===== src/rtl/alu_issue_ctrl.sv =====
// alu_issue_ctrl: sequencing front end for the combinational ALU.
//
// Accepts register-to-register instructions over a valid/ready handshake and
// reads operands from an 8-entry register file. It drives registered operands
// and opcode to the ALU, captures the ALU outputs one cycle later, and then
// writes back the result and updates the architectural flags.
//
// Pipeline per instruction: IDLE (accept) -> EXEC (ALU settles, capture) ->
// WB (done/err/trap pulse, writeback) -> IDLE. One instruction per 3 cycles.
//
// WORD_SIZE normally comes from top_macro.vh at the integrating level. Here it
// is exposed as a parameter so the block elaborates on its own.
//
// Optional feature, selected by macro ALU_CTRL_OVF_TRAP_EN:
//   defined   - an ADD/SUB whose captured overflow is set skips the register
//               write and pulses trap instead of done. ovf_flag is still set.
//   undefined - the result is always written, done always pulses, and trap
//               is tied to 0.
//
// Opcode encoding for the instructions this controller understands. Every
// other 5-bit value is illegal and completes with an err pulse:
//   ADD = 5'b00000, SUB = 5'b00001, CMP = 5'b00010
module alu_issue_ctrl #(
  parameter int WORD_SIZE = 16
) (
  input  logic                 clk,
  input  logic                 rst,
  // Instruction handshake
  input  logic                 instr_valid,
  input  logic [15:0]          instr,
  output logic                 instr_ready,
  // External register load
  input  logic                 ld_en,
  input  logic [2:0]           ld_addr,
  input  logic [WORD_SIZE-1:0] ld_data,
  // Debug read port
  input  logic [2:0]           rd_addr,
  output logic [WORD_SIZE-1:0] rd_data,
  // ALU interface
  output logic [WORD_SIZE-1:0] alu_a,
  output logic [WORD_SIZE-1:0] alu_b,
  output logic [4:0]           alu_opcode,
  input  logic [WORD_SIZE-1:0] alu_c,
  input  logic                 alu_overflow,
  input  logic [1:0]           alu_comp_flag,
  // Completion
  output logic                 done,
  output logic [2:0]           done_rd,
  output logic [WORD_SIZE-1:0] done_result,
  output logic                 err,
  // Architectural flags
  output logic                 eq_flag,
  output logic                 gt_flag,
  output logic                 ovf_flag,
  output logic                 trap
);

  localparam int NREGS = 8;

  // Legal opcodes
  localparam logic [4:0] OP_ADD = 5'b00000;
  localparam logic [4:0] OP_SUB = 5'b00001;
  localparam logic [4:0] OP_CMP = 5'b00010;

  // Controller states
  localparam logic [1:0] ST_IDLE = 2'd0;
  localparam logic [1:0] ST_EXEC = 2'd1;
  localparam logic [1:0] ST_WB   = 2'd2;

  logic [1:0] state;

  // Instruction fields
  logic [4:0] f_opcode;
  logic [2:0] f_rd;
  logic [2:0] f_ra;
  logic [2:0] f_rb;
  logic       unused_instr_bits;

  assign f_opcode          = instr[15:11];
  assign f_rd              = instr[10:8];
  assign f_ra              = instr[7:5];
  assign f_rb              = instr[4:2];
  assign unused_instr_bits = ^instr[1:0];

  // Register file
  logic [WORD_SIZE-1:0] regs [NREGS];

  // Latched instruction and captured ALU outputs
  logic [4:0]           op_q;
  logic [2:0]           rd_q;
  logic [WORD_SIZE-1:0] res_q;
  logic                 ovf_q;
  logic [1:0]           comp_q;

  // Decode of the instruction currently in flight
  logic in_idle;
  logic in_exec;
  logic in_wb;
  logic is_arith;
  logic is_cmp;
  logic is_legal;
  logic accept;
  logic load_go;
  logic trap_hit;
  logic reg_wr;

  assign in_idle  = (state == ST_IDLE);
  assign in_exec  = (state == ST_EXEC);
  assign in_wb    = (state == ST_WB);

  assign is_arith = (op_q == OP_ADD) || (op_q == OP_SUB);
  assign is_cmp   = (op_q == OP_CMP);
  assign is_legal = is_arith || is_cmp;

  // A pending load takes the idle cycle; the instruction waits one cycle.
  assign instr_ready = in_idle && !ld_en && !rst;
  assign accept      = instr_valid && instr_ready;
  assign load_go     = in_idle && ld_en;

`ifdef ALU_CTRL_OVF_TRAP_EN
  // Overflowing arithmetic traps instead of completing normally.
  assign trap_hit = in_wb && is_arith && ovf_q;
`else
  assign trap_hit = 1'b0;
`endif

  assign reg_wr = in_wb && is_arith && !trap_hit;

  // Completion outputs are only driven during WB; they read 0 otherwise.
  assign done        = in_wb && is_legal && !trap_hit;
  assign err         = in_wb && !is_legal;
  assign trap        = trap_hit;
  assign done_rd     = in_wb ? rd_q : 3'd0;
  assign done_result = (done && is_arith) ? res_q : '0;

  assign rd_data = regs[rd_addr];

  // State sequencing: IDLE -> EXEC -> WB -> IDLE; reset aborts any instruction.
  always_ff @(posedge clk) begin
    // NOTE: all clocked state uses non-blocking assignments so every register
    // samples its inputs from before the edge, regardless of statement order.
    if (rst) begin
      state <= ST_IDLE;
    end else begin
      case (state)
        ST_IDLE: if (accept) state <= ST_EXEC;
        ST_EXEC: state <= ST_WB;
        ST_WB:   state <= ST_IDLE;
        default: state <= ST_IDLE;
      endcase
    end
  end

  // Latch the instruction and present operands to the ALU at accept; they
  // hold until the next accept, so the ALU inputs stay stable through WB.
  always_ff @(posedge clk) begin
    if (rst) begin
      op_q       <= 5'd0;
      rd_q       <= 3'd0;
      alu_a      <= '0;
      alu_b      <= '0;
      alu_opcode <= 5'd0;
    end else if (accept) begin
      op_q       <= f_opcode;
      rd_q       <= f_rd;
      alu_a      <= regs[f_ra];
      alu_b      <= regs[f_rb];
      alu_opcode <= f_opcode;
    end
  end

  // Capture the settled ALU outputs at the end of EXEC.
  always_ff @(posedge clk) begin
    if (rst) begin
      res_q  <= '0;
      ovf_q  <= 1'b0;
      comp_q <= 2'b00;
    end else if (in_exec) begin
      res_q  <= alu_c;
      ovf_q  <= alu_overflow;
      comp_q <= alu_comp_flag;
    end
  end

  // Register file: external loads in IDLE, arithmetic writeback in WB.
  // Operands were read at accept, so rd == ra/rb sees the pre-write value.
  always_ff @(posedge clk) begin
    // NOTE: the register file is cleared on reset because the architectural
    // state must read 0 after reset; this keeps it in flops, not a RAM macro.
    if (rst) begin
      for (int i = 0; i < NREGS; i++) begin
        regs[i] <= '0;
      end
    end else if (load_go) begin
      regs[ld_addr] <= ld_data;
    end else if (reg_wr) begin
      regs[rd_q] <= res_q;
    end
  end

  // Architectural flags: ADD/SUB update ovf, CMP updates eq/gt; illegal
  // opcodes leave every flag untouched.
  always_ff @(posedge clk) begin
    if (rst) begin
      eq_flag  <= 1'b0;
      gt_flag  <= 1'b0;
      ovf_flag <= 1'b0;
    end else if (in_wb) begin
      if (is_arith) begin
        ovf_flag <= ovf_q;
      end
      if (is_cmp) begin
        eq_flag <= comp_q[0];
        gt_flag <= comp_q[1];
      end
    end
  end

endmodule

===== config.mk =====
export PLATFORM = sky130hd
export DESIGN_NAME = alu_issue_ctrl
export DESIGN_NICKNAME = d
export VERILOG_FILES = /design/src/rtl/alu_issue_ctrl.sv
export SDC_FILE = /design/constraint.sdc
export NUM_CORES = 1
export LEC_CHECK = 0
export ABC_AREA = 1
export CAP_MARGIN = 20
export CORE_MARGIN = 1
export CORE_UTILIZATION = 29
export CTS_CLUSTER_SIZE = 20
export DETAILED_ROUTE_END_ITERATION = 8
export PLACE_DENSITY = 0.5
export SLEW_MARGIN = 20
export SYNTH_ARGS = -nofsm -noshare
export SYNTH_HDL_FRONTEND = slang
export SYNTH_SLANG_ARGS = --single-unit

===== constraint.sdc =====
create_clock -name clk -period 4.8 [get_ports clk]
set_input_delay 0.96 -clock clk [delete_from_list [all_inputs] [get_ports clk]]
set_output_delay 0.96 -clock clk [all_outputs]
set_load 0.01 [all_outputs]

==> run metrics, run 1 <==
status complete, but fails checks; violated checks design-rule violations; most frequent cell after synthesis o21ai_0; Yosys reg bits 192; Crit path max-delay family buffers and inverters; Worst path max stage delay 0.56 ns; busiest grt layer met2; number of buffers inserted to repair setup after CTS 0; remaining routing DRC violations 14; share of async-settable or async-resettable flops after synthesis 0%; biggest area consumer among synthesized cells edfxtp_1; Critical Path Fanout Max 26; root buffer cell clkbuf_16; proportion of power drawn by flip-flops and latches 48.6%; placed wire-length estimate 21300 um; global-route wire length before repair 51400 um; All-Layer GR Usage 18.8%; final-layout setup total negative slack 0 ns; power share of the clock group 35.4%; shortest clock period the worst path allows after layout 3.69 ns; Worst-Skew Late Latency 0.44 ns; effective utilization at floorplan 29.5%; final estimated routing congestion in global placement 0.798; area of the core region 0.0357 mm2; number of cells on the worst reg-to-reg path 10; series of cell instances along the critical path clkdlybuf4s50_1, inv_2, nand3_4, nor2_1, clkdlybuf4s50_1; total of max-cap violations 0; Post-synth top cells o21ai_0, nand2_1, nor2_1, a21oi_1, edfxtp_1; final routed wirelength across all metal layers 34300 um; Routed WL per cell 18.2 um; required time reported for the critical path endpoint 3.84 ns; number of hold-repair buffers added at the cts stage 0; post-synthesis area per instance 7.84 um2; Max VDD drop 0.253 mV; worst hold path cell count 2; met2 routing resource usage after global routing 30.4%; vias in the first global route 8823; critical-path cell with the highest stage delay clkdlybuf4s50_1; crit end category output port; mean number of vias per cell 5.01; cell count after synthesis 1341; first drt pass iteration count 8; met3 Use GR 2.93%; Synth cell types 27; Max clock buf depth 2; post-synth net total 1402; clock transition at the register clock pins on the worst setup and hold paths after CTS 0.07 ns; mapped cell area 0.0105 mm2; fraction of layout cells with a size suffix above 1 6.24%; number of hold-slack violations in the final timing report 0; post-CTS sizing 0; endpoint of the most critical register-to-register path regs[3][13]$_SDFFCE_PN0P_; worst-margin pin slew 1.11 ns; kind of path behind the tightest hold check reg -> reg; number of pins with negative max-slew slack in the final report 0; Remaining Overflow, GRT 0; Final period util 76.9%; Startpoint Class primary input; WP buf/inv 3; library cell appearing most often on the critical path clkdlybuf4s50_1; setup repair after global routing missed its margin no; flip-flop cell with the highest count after synthesis edfxtp_1; synth warn 0; Die Span X 192 um; Sink Count 192; Via Count 9468; post-synth top area share 36.5%; crit path capture instr_ready; FF-to-FF Start state[1]$_SDFFE_PP0P_; proportion of synthesized chip area in sequential cells 48.7%; layout overhead on the synthesized area 20.7%; final worst hold slack 0.463 ns; antenna-violating nets left 0; launching instance or port of the critical path rst; H-tree depth 4; ratio of total power to cell area 305 mW/mm2; Net Sw Power 1.13 mW; Highest Clock Rate 0.271 GHz; multi-input logic area 0.00448 mm2; pin count of the biggest net entering global routing 129; total CTS buffers 17; footprint of the flip-flops and latches 0.00512 mm2; antenna diode instance count 0; # nets final 1475; number of top-level design ports 140; filler instances 3649; setup-violating endpoint count in the final report 0; Worst slew margin 26.2%; CTS tree built; portion of total power attributed to combinational logic 16.0%; static power due to leakage 4.96 nW; number of flops mapped to enable cells by yosys 128; Final Skew 0.0107 ns; # port buffers 136; cell internal pwr 2.74 mW; antenna violations before repair 0; detailed router's first-iteration violation count 698; category of the critical setup timing path in -> out; placement row count 69; r2r setup slk 2.46 ns; Worst Path Arrival 2.73 ns; die footprint 0.0370 mm2; critical path depth 5; GR met1 Demand/Resource 25.2%; Switching Share 29.1%; vertical die dimension 192 um; cells taking the most area after synthesis edfxtp_1, dfxtp_1, o21ai_0
==> flip-flops by register name (all words and copies together) (netlist names) <==
name      count
rd_q          3
regs        128
ovf_q         1
gt_flag       1
state         2
res_q        16
eq_flag       1
comp_q        2
alu_b        16
op_q          5
ovf_flag      1
alu_a        16
==> tightest hold or removal path, cell delays in order, from the launching register on <==
cell and delay, ns:
dfxtp_1 0.30, inv_1 0.06, a21oi_1 0.05
==> logic make-up (layout without fill, tap and decap cells) <==
kind of cell / after synthesis / count (layout) / share of synthesized area, %
simple gates: 476 / 476 / 19.4
other cells: 1 / 1 / 0.0357
buf+inv: 220 / 306 / 8.69
compound gates: 452 / 452 / 23.2
flops: 192 / 192 / 48.7
==> power groups by stage <==
stage	sequential, mW	combinational [mW]	clock (mW)
after detailed placement	1.92	0.624	0
final	1.88	0.621	1.37
after CTS	1.88	0.626	1.41
after global placement	1.92	0.618	0
after floorplan	1.92	0.353	0
after global routing	1.89	0.686	1.47
==> worst min-delay path by stage <==
stage	from	endpoint	slack, ns
after floorplan	comp_q[1]$_SDFFE_PP0N_	comp_q[1]$_SDFFE_PP0N_	0.43
after CTS	comp_q[0]$_SDFFE_PP0N_	comp_q[0]$_SDFFE_PP0N_	0.47
final	comp_q[0]$_SDFFE_PP0N_	comp_q[0]$_SDFFE_PP0N_	0.46
after detailed placement	comp_q[1]$_SDFFE_PP0N_	gt_flag$_SDFFE_PP0P_	0.45
after global placement	comp_q[0]$_SDFFE_PP0N_	comp_q[0]$_SDFFE_PP0N_	0.45
after global routing	comp_q[0]$_SDFFE_PP0N_	comp_q[0]$_SDFFE_PP0N_	0.47
==> layer usage <==
layer / wire length (um) / part of all wire, %
met2: 15900 / 46
met3: 2100 / 6.1
met1: 15400 / 45
met5: 0 / 0
met4: 883 / 2.6
==> layout make-up <==
| cell class | instances | share of cell area, % |
|---|---|---|
| Timing Repair Buffer | 159 | 12.1 |
| Multi-Input combinational cell | 929 | 35.3 |
| Sequential cell | 192 | 40.4 |
| Tap cell | 461 | 4.54 |
| Inverter | 115 | 3.40 |
| Clock buffer | 17 | 3.35 |
| Clock inverter | 15 | 0.975 |
==> per-stage QoR <==
step | worst slack (ns) | area, um2 | util (%) | cells | total power [mW]
2_1_floorplan | 1.94 | 10500 | - | 1341 | 2.27
3_3_place_gp | 0.791 | 12100 | 34.1 | 1856 | 2.53
3_5_place_dp | 0.776 | 12100 | 34.1 | 1856 | 2.54
4_1_cts | 1.09 | 12700 | 35.6 | 1888 | 3.91
5_1_grt | 0.989 | 12700 | 35.6 | 1888 | 4.04
6_report | 1.11 | 12700 | 35.6 | 1888 | 3.87
==> placed cells by master (no fill, tap or decap), types with 22 or more instances in the layout <==
cell type,instances
o21ai_0,203
nand2_1,193
nor2_1,186
a21oi_1,148
clkdlybuf4s50_1,130
edfxtp_1,128
inv_1,112
nand3_1,71
o211ai_1,64
dfxtp_1,64
o21ai_1,31
buf_4,22
(Power assumes the default switching activity.)
==> run 2, diff against run 1 <==
--- a/config.mk
+++ b/config.mk
@@ -11,7 +11,7 @@
 export CORE_UTILIZATION = 29
 export CTS_CLUSTER_SIZE = 20
 export DETAILED_ROUTE_END_ITERATION = 8
-export PLACE_DENSITY = 0.5
+export PLACE_DENSITY = 0.52
 export SLEW_MARGIN = 20
 export SYNTH_ARGS = -nofsm -noshare
 export SYNTH_HDL_FRONTEND = slang
==> constraint.sdc (replaced) <==
create_clock -name clk -period 3.12 [get_ports clk]
set_input_delay 0.624 -clock clk [delete_from_list [all_inputs] [get_ports clk]]
set_output_delay 0.624 -clock clk [all_outputs]
set_load 0.01 [all_outputs]
==> run metrics, run 2 (same netlist as run 1, synthesis figures left out) <==
highest-count cells in the layout ignoring fill and taps o21ai_0, nand2_1, nor2_1; number of buffers inserted to repair setup after CTS 0; Reg with most FFs regs; FF-to-FF Start op_q[2]$_SDFFE_PP0P_; category of the critical setup timing path in -> out; footprint of the flip-flops and latches 0.00512 mm2; multi-input logic area 0.00448 mm2; Via Count 9803; shortest clock period the worst path allows after layout 2.81 ns; Startpoint Class primary input; commonest non-fill, non-tap cell in the layout o21ai_0; Remaining Overflow, GRT 0; min setup slack post-route 0.313 ns; worst setup timing slack at the placement stage 0.308 ns; status complete, but fails checks; Final period util 90.0%; Max clock buf depth 2; number of hold-slack violations in the final timing report 0; global-route wire length before repair 53300 um; number of pins with negative max-slew slack in the final report 0; number of hold-repair buffers added at the cts stage 0; remaining routing DRC violations 14; library cell appearing most often on the critical path nand2_1; first drt pass iteration count 7; Die Span X 192 um; vertical die dimension 192 um; WP buf/inv 4; total CTS buffers 17; Max VDD drop 0.401 mV; # nets final 1503; placement row count 69; effective utilization at floorplan 29.5%; Worst slew margin 35.9%; startpoint of the lowest-slack hold path comp_q[1]$_SDFFE_PP0N_; Worst path max stage delay 0.56 ns; CTS tree built; critical-path cell with the highest stage delay clkdlybuf4s50_1; static power due to leakage 5.16 nW; final-layout setup total negative slack 0 ns; H-tree depth 4; setup-violating endpoint count in the final report 0; endpoint of the most critical register-to-register path regs[3][15]$_SDFFCE_PN0P_; # port buffers 136; r2r setup slk 1.07 ns; fraction of layout cells with a size suffix above 1 7.90%; die footprint 0.0370 mm2; kind of path behind the tightest hold check reg -> reg; mean number of vias per cell 5.12; Critical Path Fanout Max 28; vias in the first global route 9204; series of cell instances along the critical path buf_2, inv_1, buf_12, nor2_1, o21ai_0, nand2_1, nand2_1, clkdlybuf4s50_1; total of max-cap violations 0; layout overhead on the synthesized area 24.8%; Worst-Skew Late Latency 0.45 ns; final estimated routing congestion in global placement 0.794; number of cells on the worst reg-to-reg path 8; antenna violations before repair 0; placed wire-length estimate 22700 um; worst-margin pin slew 0.960 ns; root buffer cell clkbuf_16; Sink Count 192; Routed WL per cell 18.3 um; post-CTS sizing 0; ratio of total power to cell area 461 mW/mm2; antenna diode instance count 0; clock transition at the register clock pins on the worst setup and hold paths after CTS 0.08 ns; filler instances 3693; Worst Path Arrival 2.18 ns; worst hold path cell count 2; crit end category output port; detailed router's first-iteration violation count 891; Crit path max-delay family buffers and inverters; All-Layer GR Usage 19.2%; max FFs per register 128; required time reported for the critical path endpoint 2.50 ns; hold endpoint comp_q[1]$_SDFFE_PP0N_; number of top-level design ports 140; setup repair after global routing missed its margin no; area of the core region 0.0357 mm2; Final Skew 0.0122 ns; Highest Clock Rate 0.356 GHz; final routed wirelength across all metal layers 35100 um; violated checks design-rule violations; pin count of the biggest net entering global routing 129; antenna-violating nets left 0
[run 2: cell count changes in the layout (fill, tap and decap cells not counted)]
cell / previous run / this run
buf_6: 1 / 0
buf_4: 22 / 34
clkinv_2: 2 / 0
clkbuf_1: 0 / 2
buf_12: 2 / 19
inv_8: 2 / 4
inv_6: 6 / 4
[run 2: stage by stage]
| stage | cell area (um2) | cells | util (%) | power, mW | hold WS, ns |
|---|---|---|---|---|---|
| finish | 13100 | 1916 | 36.8 | 6.05 | 0.457 |
| global route | 13100 | 1916 | 36.8 | 6.31 | 0.474 |
| CTS | 13100 | 1916 | 36.8 | 6.10 | 0.462 |
| detailed placement | 12600 | 1884 | 35.2 | 3.97 | 0.446 |
| global placement | 12600 | 1884 | 35.2 | 3.96 | 0.443 |
| floorplan | 10500 | 1341 | - | 3.49 | 0.430 |
[run 2: area by class of cell]
class | count | share of cell area [%]
clock inverter | 13 | 0.906
sequential | 192 | 39.1
inverter | 115 | 3.29
timing repair buffer | 187 | 14.9
clock buffer | 19 | 3.30
multi-input combinational | 929 | 34.1
tap | 461 | 4.40
[run 2: worst max-delay path by stage]
stage | cells after the start | slack (ns) | start | endpoint
after global routing | 8 | 0.24 | rd_addr[0] | rd_data[6]
after detailed placement | 8 | 0.31 | rd_addr[0] | rd_data[14]
after global placement | 8 | 0.30 | rd_addr[0] | rd_data[14]
after floorplan | 9 | 0.81 | rst | regs[0][0]$_SDFFCE_PN0P_
after CTS | 8 | 0.30 | rd_addr[0] | rd_data[14]
final | 8 | 0.31 | rd_addr[0] | rd_data[0]
[run 2: metal layers]
metal  wire, um  track usage [%]  up-vias
li1           -                -     4781
met1      15800             26.5     4537
met2      15900             30.3      434
met3       2500             3.44       51
met4        894             6.30        0
met5          0                0        -
[run 2: power by group]
| part | switching (mW) | internal, mW | leakage (nW) |
|---|---|---|---|
| combinational | 0.626 | 0.391 | 3.04 |
| clock | 1.08 | 1.06 | 0.272 |
| sequential | 0.0648 | 2.83 | 1.84 |
[run 2: worst register-to-register path: stages (launching register included)]
cell and delay [ns]:
dfxtp_1 0.35, nor2_4 0.18, nand2_1 0.13, nor2_4 0.21
a21oi_2 0.13, nor2_4 0.28, nand2_4 0.14, nand2_1 0.13
buf_12 0.20
